<file path="config.mk">
export PLATFORM = sky130hd
export DESIGN_NAME = nand_cmd_scheduler
export DESIGN_NICKNAME = d
export VERILOG_FILES = /design/src/rtl/nand_sched_pkg.sv /design/src/rtl/nand_target_tracker.sv /design/src/rtl/nand_cmd_scheduler.sv
export SDC_FILE = /design/constraint.sdc
export NUM_CORES = 1
export LEC_CHECK = 0
export BUFFER_PORTS_ARGS = -buffer_cell sky130_fd_sc_hd__buf_2
export CAP_MARGIN = 0
export CORE_MARGIN = 3
export CORE_UTILIZATION = 55
export DETAILED_ROUTE_END_ITERATION = 10
export MAX_ROUTING_LAYER = met4
export PLACE_DENSITY = 0.78
export SLEW_MARGIN = 20
export SYNTH_ARGS = -nofsm -noshare
export SYNTH_HDL_FRONTEND = slang
export SYNTH_SLANG_ARGS = --single-unit
</file>
<file path="constraint.sdc">
create_clock -name clock_100 -period 1.95 [get_ports clock_100]
set_clock_uncertainty 0.1 [all_clocks]
set_input_delay 0.195 -clock clock_100 [delete_from_list [all_inputs] [get_ports clock_100]]
set_output_delay 0.195 -clock clock_100 [all_outputs]
set_load 0.05 [all_outputs]
</file>
<file path="src/rtl/nand_sched_pkg.sv">
// Shared types and defaults for the two-target NAND command scheduler.
// Holds the FSM encoding, the target index type and the round-robin pick helper.
package nand_sched_pkg;

    localparam int DEF_TIMEOUT_CYCLES = 1024;
    localparam int DEF_SETTLE_CYCLES  = 4;

    typedef logic tgt_idx_t;

    localparam tgt_idx_t TGT_0 = 1'b0;
    localparam tgt_idx_t TGT_1 = 1'b1;

    typedef enum logic [1:0] {
        ST_IDLE      = 2'b00,
        ST_ISSUE     = 2'b01,
        ST_WAIT_DONE = 2'b10
    } sched_state_t;

    // With both targets eligible the one not served last wins.
    function automatic tgt_idx_t rr_winner(input logic [1:0] elig, input tgt_idx_t last_grant);
        tgt_idx_t win;
        if (elig == 2'b11) begin
            win = ~last_grant;
        end else if (elig[0]) begin
            win = TGT_0;
        end else begin
            win = TGT_1;
        end
        return win;
    endfunction

endpackage

</file>
<file path="src/rtl/nand_target_tracker.sv">
// Per-target ready/busy tracking: rb synchronizer, post-operation settle window
// and busy timeout with a one-cycle error pulse on forced release.
module nand_target_tracker
    import nand_sched_pkg::*;
#(
    parameter int TIMEOUT_CYCLES = DEF_TIMEOUT_CYCLES,
    parameter int SETTLE_CYCLES  = DEF_SETTLE_CYCLES
) (
    input  logic clock_100,
    input  logic rst,
    input  logic rb_raw,
    input  logic set_busy,
    output logic rb_sync,
    output logic busy,
    output logic err_timeout
);

    localparam int TW = $clog2(TIMEOUT_CYCLES + 1);
    localparam int SW = $clog2(SETTLE_CYCLES + 1);

    localparam logic [TW-1:0] TO_LAST = TW'(TIMEOUT_CYCLES - 1);
    localparam logic [TW-1:0] TO_ONE  = TW'(1);
    localparam logic [TW-1:0] TO_ZERO = TW'(0);
    localparam logic [SW-1:0] ST_LOAD = SW'(SETTLE_CYCLES);
    localparam logic [SW-1:0] ST_ONE  = SW'(1);
    localparam logic [SW-1:0] ST_ZERO = SW'(0);

    logic          rb_meta_r;
    logic          rb_sync_r;
    logic          busy_r;
    logic          err_r;
    logic [SW-1:0] settle_cnt_r;
    logic [TW-1:0] timeout_cnt_r;

    logic          busy_n_s;
    logic          err_n_s;
    logic [SW-1:0] settle_n_s;
    logic [TW-1:0] timeout_n_s;

    // Two-flop synchronizer for the asynchronous ready/busy line.
    always_ff @(posedge clock_100 or posedge rst) begin
        if (rst) begin
            rb_meta_r <= 1'b0;
            rb_sync_r <= 1'b0;
        end else begin
            rb_meta_r <= rb_raw;
            rb_sync_r <= rb_meta_r;
        end
    end

    // Busy, settle and timeout next-state; settle counts down and rb is honoured once it reaches one.
    always_comb begin
        busy_n_s    = busy_r;
        err_n_s     = 1'b0;
        settle_n_s  = settle_cnt_r;
        timeout_n_s = timeout_cnt_r;
        if (set_busy) begin
            busy_n_s    = 1'b1;
            settle_n_s  = ST_LOAD;
            timeout_n_s = TO_ZERO;
        end else if (busy_r) begin
            if (settle_cnt_r > ST_ONE) begin
                settle_n_s = settle_cnt_r - ST_ONE;
            end else begin
                settle_n_s = settle_cnt_r;
            end
            // A ready release on the terminal cycle wins over the timeout.
            if ((settle_cnt_r <= ST_ONE) && rb_sync_r) begin
                busy_n_s    = 1'b0;
                settle_n_s  = ST_ZERO;
                timeout_n_s = TO_ZERO;
            end else if (timeout_cnt_r == TO_LAST) begin
                busy_n_s    = 1'b0;
                err_n_s     = 1'b1;
                settle_n_s  = ST_ZERO;
                timeout_n_s = TO_ZERO;
            end else begin
                timeout_n_s = timeout_cnt_r + TO_ONE;
            end
        end else begin
            settle_n_s  = ST_ZERO;
            timeout_n_s = TO_ZERO;
        end
    end

    // Busy tracking state registers.
    always_ff @(posedge clock_100 or posedge rst) begin
        if (rst) begin
            busy_r        <= 1'b0;
            err_r         <= 1'b0;
            settle_cnt_r  <= ST_ZERO;
            timeout_cnt_r <= TO_ZERO;
        end else begin
            busy_r        <= busy_n_s;
            err_r         <= err_n_s;
            settle_cnt_r  <= settle_n_s;
            timeout_cnt_r <= timeout_n_s;
        end
    end

    assign rb_sync     = rb_sync_r;
    assign busy        = busy_r;
    assign err_timeout = err_r;

endmodule

</file>
<file path="src/rtl/nand_cmd_scheduler.sv">
// Two-target NAND command scheduler: round-robin grant of pending commands to a
// shared channel, skipping targets that are still busy after their last operation.
module nand_cmd_scheduler
    import nand_sched_pkg::*;
#(
    parameter int TIMEOUT_CYCLES = DEF_TIMEOUT_CYCLES,
    parameter int SETTLE_CYCLES  = DEF_SETTLE_CYCLES
) (
    input  logic       clock_100,
    input  logic       rst,
    input  logic       req0_valid,
    input  logic       req1_valid,
    input  logic [7:0] req0_cmd,
    input  logic [7:0] req1_cmd,
    output logic       req0_ready,
    output logic       req1_ready,
    input  logic       rb1,
    input  logic       rb2,
    output logic [7:0] chan_cmd,
    output logic       chan_ce_sel,
    output logic       chan_start,
    input  logic       chan_done,
    output logic [1:0] tgt_busy,
    output logic [1:0] err_timeout
);

    sched_state_t state_r;
    sched_state_t state_n_s;
    logic         chan_start_r;
    logic         chan_start_n_s;
    logic [1:0]   ready_r;
    logic [1:0]   ready_n_s;
    logic [7:0]   chan_cmd_r;
    logic [7:0]   chan_cmd_n_s;
    tgt_idx_t     chan_ce_sel_r;
    tgt_idx_t     chan_ce_sel_n_s;
    tgt_idx_t     last_grant_r;
    tgt_idx_t     last_grant_n_s;
    tgt_idx_t     win_s;
    logic [1:0]   elig_s;
    logic [1:0]   set_busy_s;
    logic [1:0]   rb_sync_s;
    logic [1:0]   busy_s;
    logic [1:0]   err_s;

    nand_target_tracker #(
        .TIMEOUT_CYCLES (TIMEOUT_CYCLES),
        .SETTLE_CYCLES  (SETTLE_CYCLES)
    ) u_tgt0 (
        .clock_100   (clock_100),
        .rst         (rst),
        .rb_raw      (rb1),
        .set_busy    (set_busy_s[0]),
        .rb_sync     (rb_sync_s[0]),
        .busy        (busy_s[0]),
        .err_timeout (err_s[0])
    );

    nand_target_tracker #(
        .TIMEOUT_CYCLES (TIMEOUT_CYCLES),
        .SETTLE_CYCLES  (SETTLE_CYCLES)
    ) u_tgt1 (
        .clock_100   (clock_100),
        .rst         (rst),
        .rb_raw      (rb2),
        .set_busy    (set_busy_s[1]),
        .rb_sync     (rb_sync_s[1]),
        .busy        (busy_s[1]),
        .err_timeout (err_s[1])
    );

    // Next-state and next-output logic for the issue sequencer.
    always_comb begin
        elig_s[0]       = req0_valid & ~busy_s[0] & rb_sync_s[0];
        elig_s[1]       = req1_valid & ~busy_s[1] & rb_sync_s[1];
        state_n_s       = state_r;
        chan_start_n_s  = 1'b0;
        ready_n_s       = 2'b00;
        chan_cmd_n_s    = chan_cmd_r;
        chan_ce_sel_n_s = chan_ce_sel_r;
        last_grant_n_s  = last_grant_r;
        set_busy_s      = 2'b00;
        win_s           = rr_winner(elig_s, last_grant_r);
        case (state_r)
            ST_IDLE: begin
                if (elig_s != 2'b00) begin
                    state_n_s         = ST_ISSUE;
                    chan_start_n_s    = 1'b1;
                    ready_n_s[win_s]  = 1'b1;
                    chan_ce_sel_n_s   = win_s;
                    last_grant_n_s    = win_s;
                    if (win_s == TGT_1) begin
                        chan_cmd_n_s = req1_cmd;
                    end else begin
                        chan_cmd_n_s = req0_cmd;
                    end
                end else begin
                    state_n_s = ST_IDLE;
                end
            end
            ST_ISSUE: begin
                state_n_s = ST_WAIT_DONE;
            end
            ST_WAIT_DONE: begin
                if (chan_done) begin
                    state_n_s                 = ST_IDLE;
                    set_busy_s[chan_ce_sel_r] = 1'b1;
                end else begin
                    state_n_s = ST_WAIT_DONE;
                end
            end
            default: begin
                state_n_s = ST_IDLE;
            end
        endcase
    end

    // Sequencer state and registered channel/handshake outputs.
    always_ff @(posedge clock_100 or posedge rst) begin
        if (rst) begin
            state_r       <= ST_IDLE;
            chan_start_r  <= 1'b0;
            ready_r       <= 2'b00;
            chan_cmd_r    <= 8'h00;
            chan_ce_sel_r <= TGT_0;
            last_grant_r  <= TGT_1;
        end else begin
            state_r       <= state_n_s;
            chan_start_r  <= chan_start_n_s;
            ready_r       <= ready_n_s;
            chan_cmd_r    <= chan_cmd_n_s;
            chan_ce_sel_r <= chan_ce_sel_n_s;
            last_grant_r  <= last_grant_n_s;
        end
    end

    assign chan_start  = chan_start_r;
    assign req0_ready  = ready_r[0];
    assign req1_ready  = ready_r[1];
    assign chan_cmd    = chan_cmd_r;
    assign chan_ce_sel = chan_ce_sel_r;
    assign tgt_busy    = busy_s;
    assign err_timeout = err_s;

endmodule
</file>
==> reports/metrics.csv <==
metric,value,unit
status,"finished, final reports clean",
path_clk_slew,0.08,ns
die-height,71.3,um
grt_pass1_vias,1646,
grtUsageTotal,19.0,%
fin_crit_sh,94.3,%
worst_ep_required_time,2.04,ns
synth_largest_area_cell,dfrtp_1,
num_antenna_cells,0,
min_period,1.84,ns
gp_congestion,0.812,
vias,1663,
grt_max_degree,31,
crit_arrival,1.93,ns
slew_viol_final,0,
met3_length,190,um
cts_inserted_buffers,5,
cts_sinks,51,
drt_iter0_drc,85,
path_buf_inv,1,
cts_tree,built,
synth-async-reset-ratio,100,%
grt_overflow,0,
cts_max_level,2,
power_density,1230,nW/um2
cpMostUsedCell,nand3_2,
m1WireLength,1980,um
finalNetCount,297,
met2_length,1870,um
grt_pass1_wl,7380,um
holdWs,0.0897,ns
yosysTopAreaCellShare,53.3,%
wl_per_cell,12.9,um
drc,0,
clockBufferDepth,2,
hold_depth,3,
antenna_found_initial,0,
postSynthRegisterBits,51,
setup_viol_count_final,0,
ys_seq_area_share,54.4,%
r2r-start,u_tgt1.timeout_cnt_r[0],
reg2reg_depth,6,
synth_ff_type,dfrtp_1,
numPortBuffers,38,
setup-tns-final,0,ns
core_area,4060,um2
crit_path_max_incr_delay,0.57,ns
start_util,57.9,%
synth_edf_count,0,
viasPerCell,5.21,
syn_avg_cell_area,10.7,um2
worstMarginPinSlew,0.479,ns
rsz0062_at_grt,no,
final_common_cell,dfrtp_1,
finalHoldViolCount,0,
netlist_area,2350,um2
ir_drop,0.746,mV
relSlewSlack,68.0,%
drv_cap,0,
routed_wl,4100,um
max_freq,544,MHz
r2r_slack,0.11,ns
p_leak,1.24,nW
die_width,71.3,um
drt-pass1-iter-count,4,
worst_hold_path_type,input port to register,
start_kind,register,
die_area,5090,um2
synth_fp_nets,249,
dp_hpwl,3020,um
std_cell_rows,23,
synthCells,220,
ys_warn_count,0,
critPathCaptureType,register,
worstPathMaxFanout,7,
clk_latency,0.30,ns
synth_cell_type_count,42,
rr_endpoint,u_tgt1.timeout_cnt_r[6],
top_layer_used,met4,
path_cells,"ha_1, nand3_2, or4_1, nand3_2, buf_12, nor2_1",
cpMaxStageDelayCell,or4_1,
synth_area_leaders,"dfrtp_1, nor2_1, mux2i_1",
whs_endpoint,chan_cmd[6],
worstHoldStart,req1_cmd[6],
cts_root_buf,clkbuf_8,
final_util,68.1,%
cp_top_family,simple AND/OR/NAND/NOR gates,
crit_type,register to register,
drive_gt1_share,24.5,%
syn2layout_area_growth,17.7,%
ant_nets,0,
pin_count,39,
final_cell_mix,"dfrtp_1, nor2_1, buf_2, nand3_1",
area by class of cell:
type | count | area (um2)
tap | 50 | 62.6
multi-input combinational | 148 | 968
fill | 313 | 1290
sequential | 51 | 1280
clock buffer | 7 | 76.3
timing repair buffer | 51 | 333
clock inverter | 1 | 5.00
inverter | 11 | 41.3
tightest hold or removal path: stages:
cell	delay (ns)
buf_2	0.07
mux2i_1	0.05
a21oi_1	0.13
registers in the layout, indices dropped and copies added, names as in the netlist:
register              count
u_tgt1.err_timeout        1
u_tgt0.timeout_cnt_r     11
state_r                   2
chan_cmd                  8
u_tgt1.busy               1
u_tgt1.settle_cnt_r       3
u_tgt0.err_timeout        1
last_grant_r              1
chan_start                1
u_tgt0.rb_sync            1
u_tgt0.settle_cnt_r       3
ready_r                   2
u_tgt0.busy               1
chan_ce_sel               1
u_tgt1.rb_sync            1
u_tgt0.rb_meta_r          1
u_tgt1.rb_meta_r          1
u_tgt1.timeout_cnt_r     11
cells in the mapped netlist, drive strengths merged, types with 2 or more instances:
| library cell | count |
|---|---|
| mux2i | 8 |
| and4 | 2 |
| xor2 | 8 |
| nand2 | 10 |
| a31oi | 2 |
| nor2 | 39 |
| or4 | 2 |
| a21boi | 2 |
| o31ai | 6 |
| ha | 6 |
| nand3b | 2 |
| nand4 | 5 |
| nor2b | 2 |
| dfrtp | 50 |
| nor3 | 5 |
| or3 | 2 |
| nand3 | 14 |
| a21oi | 9 |
| buf | 9 |
| a22oi | 2 |
| inv | 11 |
| xnor2 | 9 |
stage by stage:
stage | power (mW) | worst slack (ns) | instance area (um2) | cells
5_1_grt | 3.61 | 0.00681 | 2760 | 319
4_1_cts | 3.44 | 0.00788 | 2750 | 319
2_1_floorplan | 2.49 | 0.134 | 2350 | 220
3_3_place_gp | 2.77 | 0.0937 | 2620 | 306
6_report | 3.41 | 0.111 | 2760 | 319
3_5_place_dp | 2.81 | 0.0209 | 2620 | 306
metal layers:
metal	GRT usage [%]	vias up
met1	25.4	774
met4	6.26	0
met2	28.7	42
met5	-	-
met3	4.63	6
li1	-	841
logic make-up (layout without fill, tap and decap cells):
group	count (synthesis)	count (layout)	share of synthesized area, %
multiplexers	9	9	3.89
AO/OA/AOI/OAI	26	26	7.67
buffers and inverters	21	70	4.79
XOR/XNOR	17	17	6.34
flip-flops	51	51	54.4
adder cells (fa/ha/maj)	6	6	3.20
AND/OR/NAND/NOR	90	90	19.7
power breakdown:
| group | internal [mW] | total [mW] | switching [mW] | leakage [nW] |
|---|---|---|---|---|
| Combinational | 0.470 | 1.39 | 0.916 | 0.537 |
| Sequential | 1.28 | 1.45 | 0.169 | 0.665 |
| Clock | 0.252 | 0.571 | 0.319 | 0.0422 |
repair_timing:
item | CTS | global route
setup buffers | 2 | 0
cloned | 0 | 0
endpoints found under the setup margin | 1 | 14
hold buffers | 3 | 0
pin swaps | 1 | 0
endpoints found under the hold margin | 22 | 0
gates resized for setup | 0 | 2
how the worst max path moves through the flow:
stage                                        from  cells after the start                 endpoint
after floorplan           u_tgt1.timeout_cnt_r[0]                      7   u_tgt1.settle_cnt_r[0]
after global placement    u_tgt0.timeout_cnt_r[0]                      5   u_tgt0.settle_cnt_r[0]
after detailed placement  u_tgt0.timeout_cnt_r[0]                      5   u_tgt0.settle_cnt_r[0]
after CTS                 u_tgt0.timeout_cnt_r[0]                      5   u_tgt0.settle_cnt_r[0]
after global routing      u_tgt1.timeout_cnt_r[0]                      6  u_tgt1.timeout_cnt_r[7]
final                     u_tgt1.timeout_cnt_r[0]                      6  u_tgt1.timeout_cnt_r[6]
Note: power is estimated with default switching activity, not from simulation.
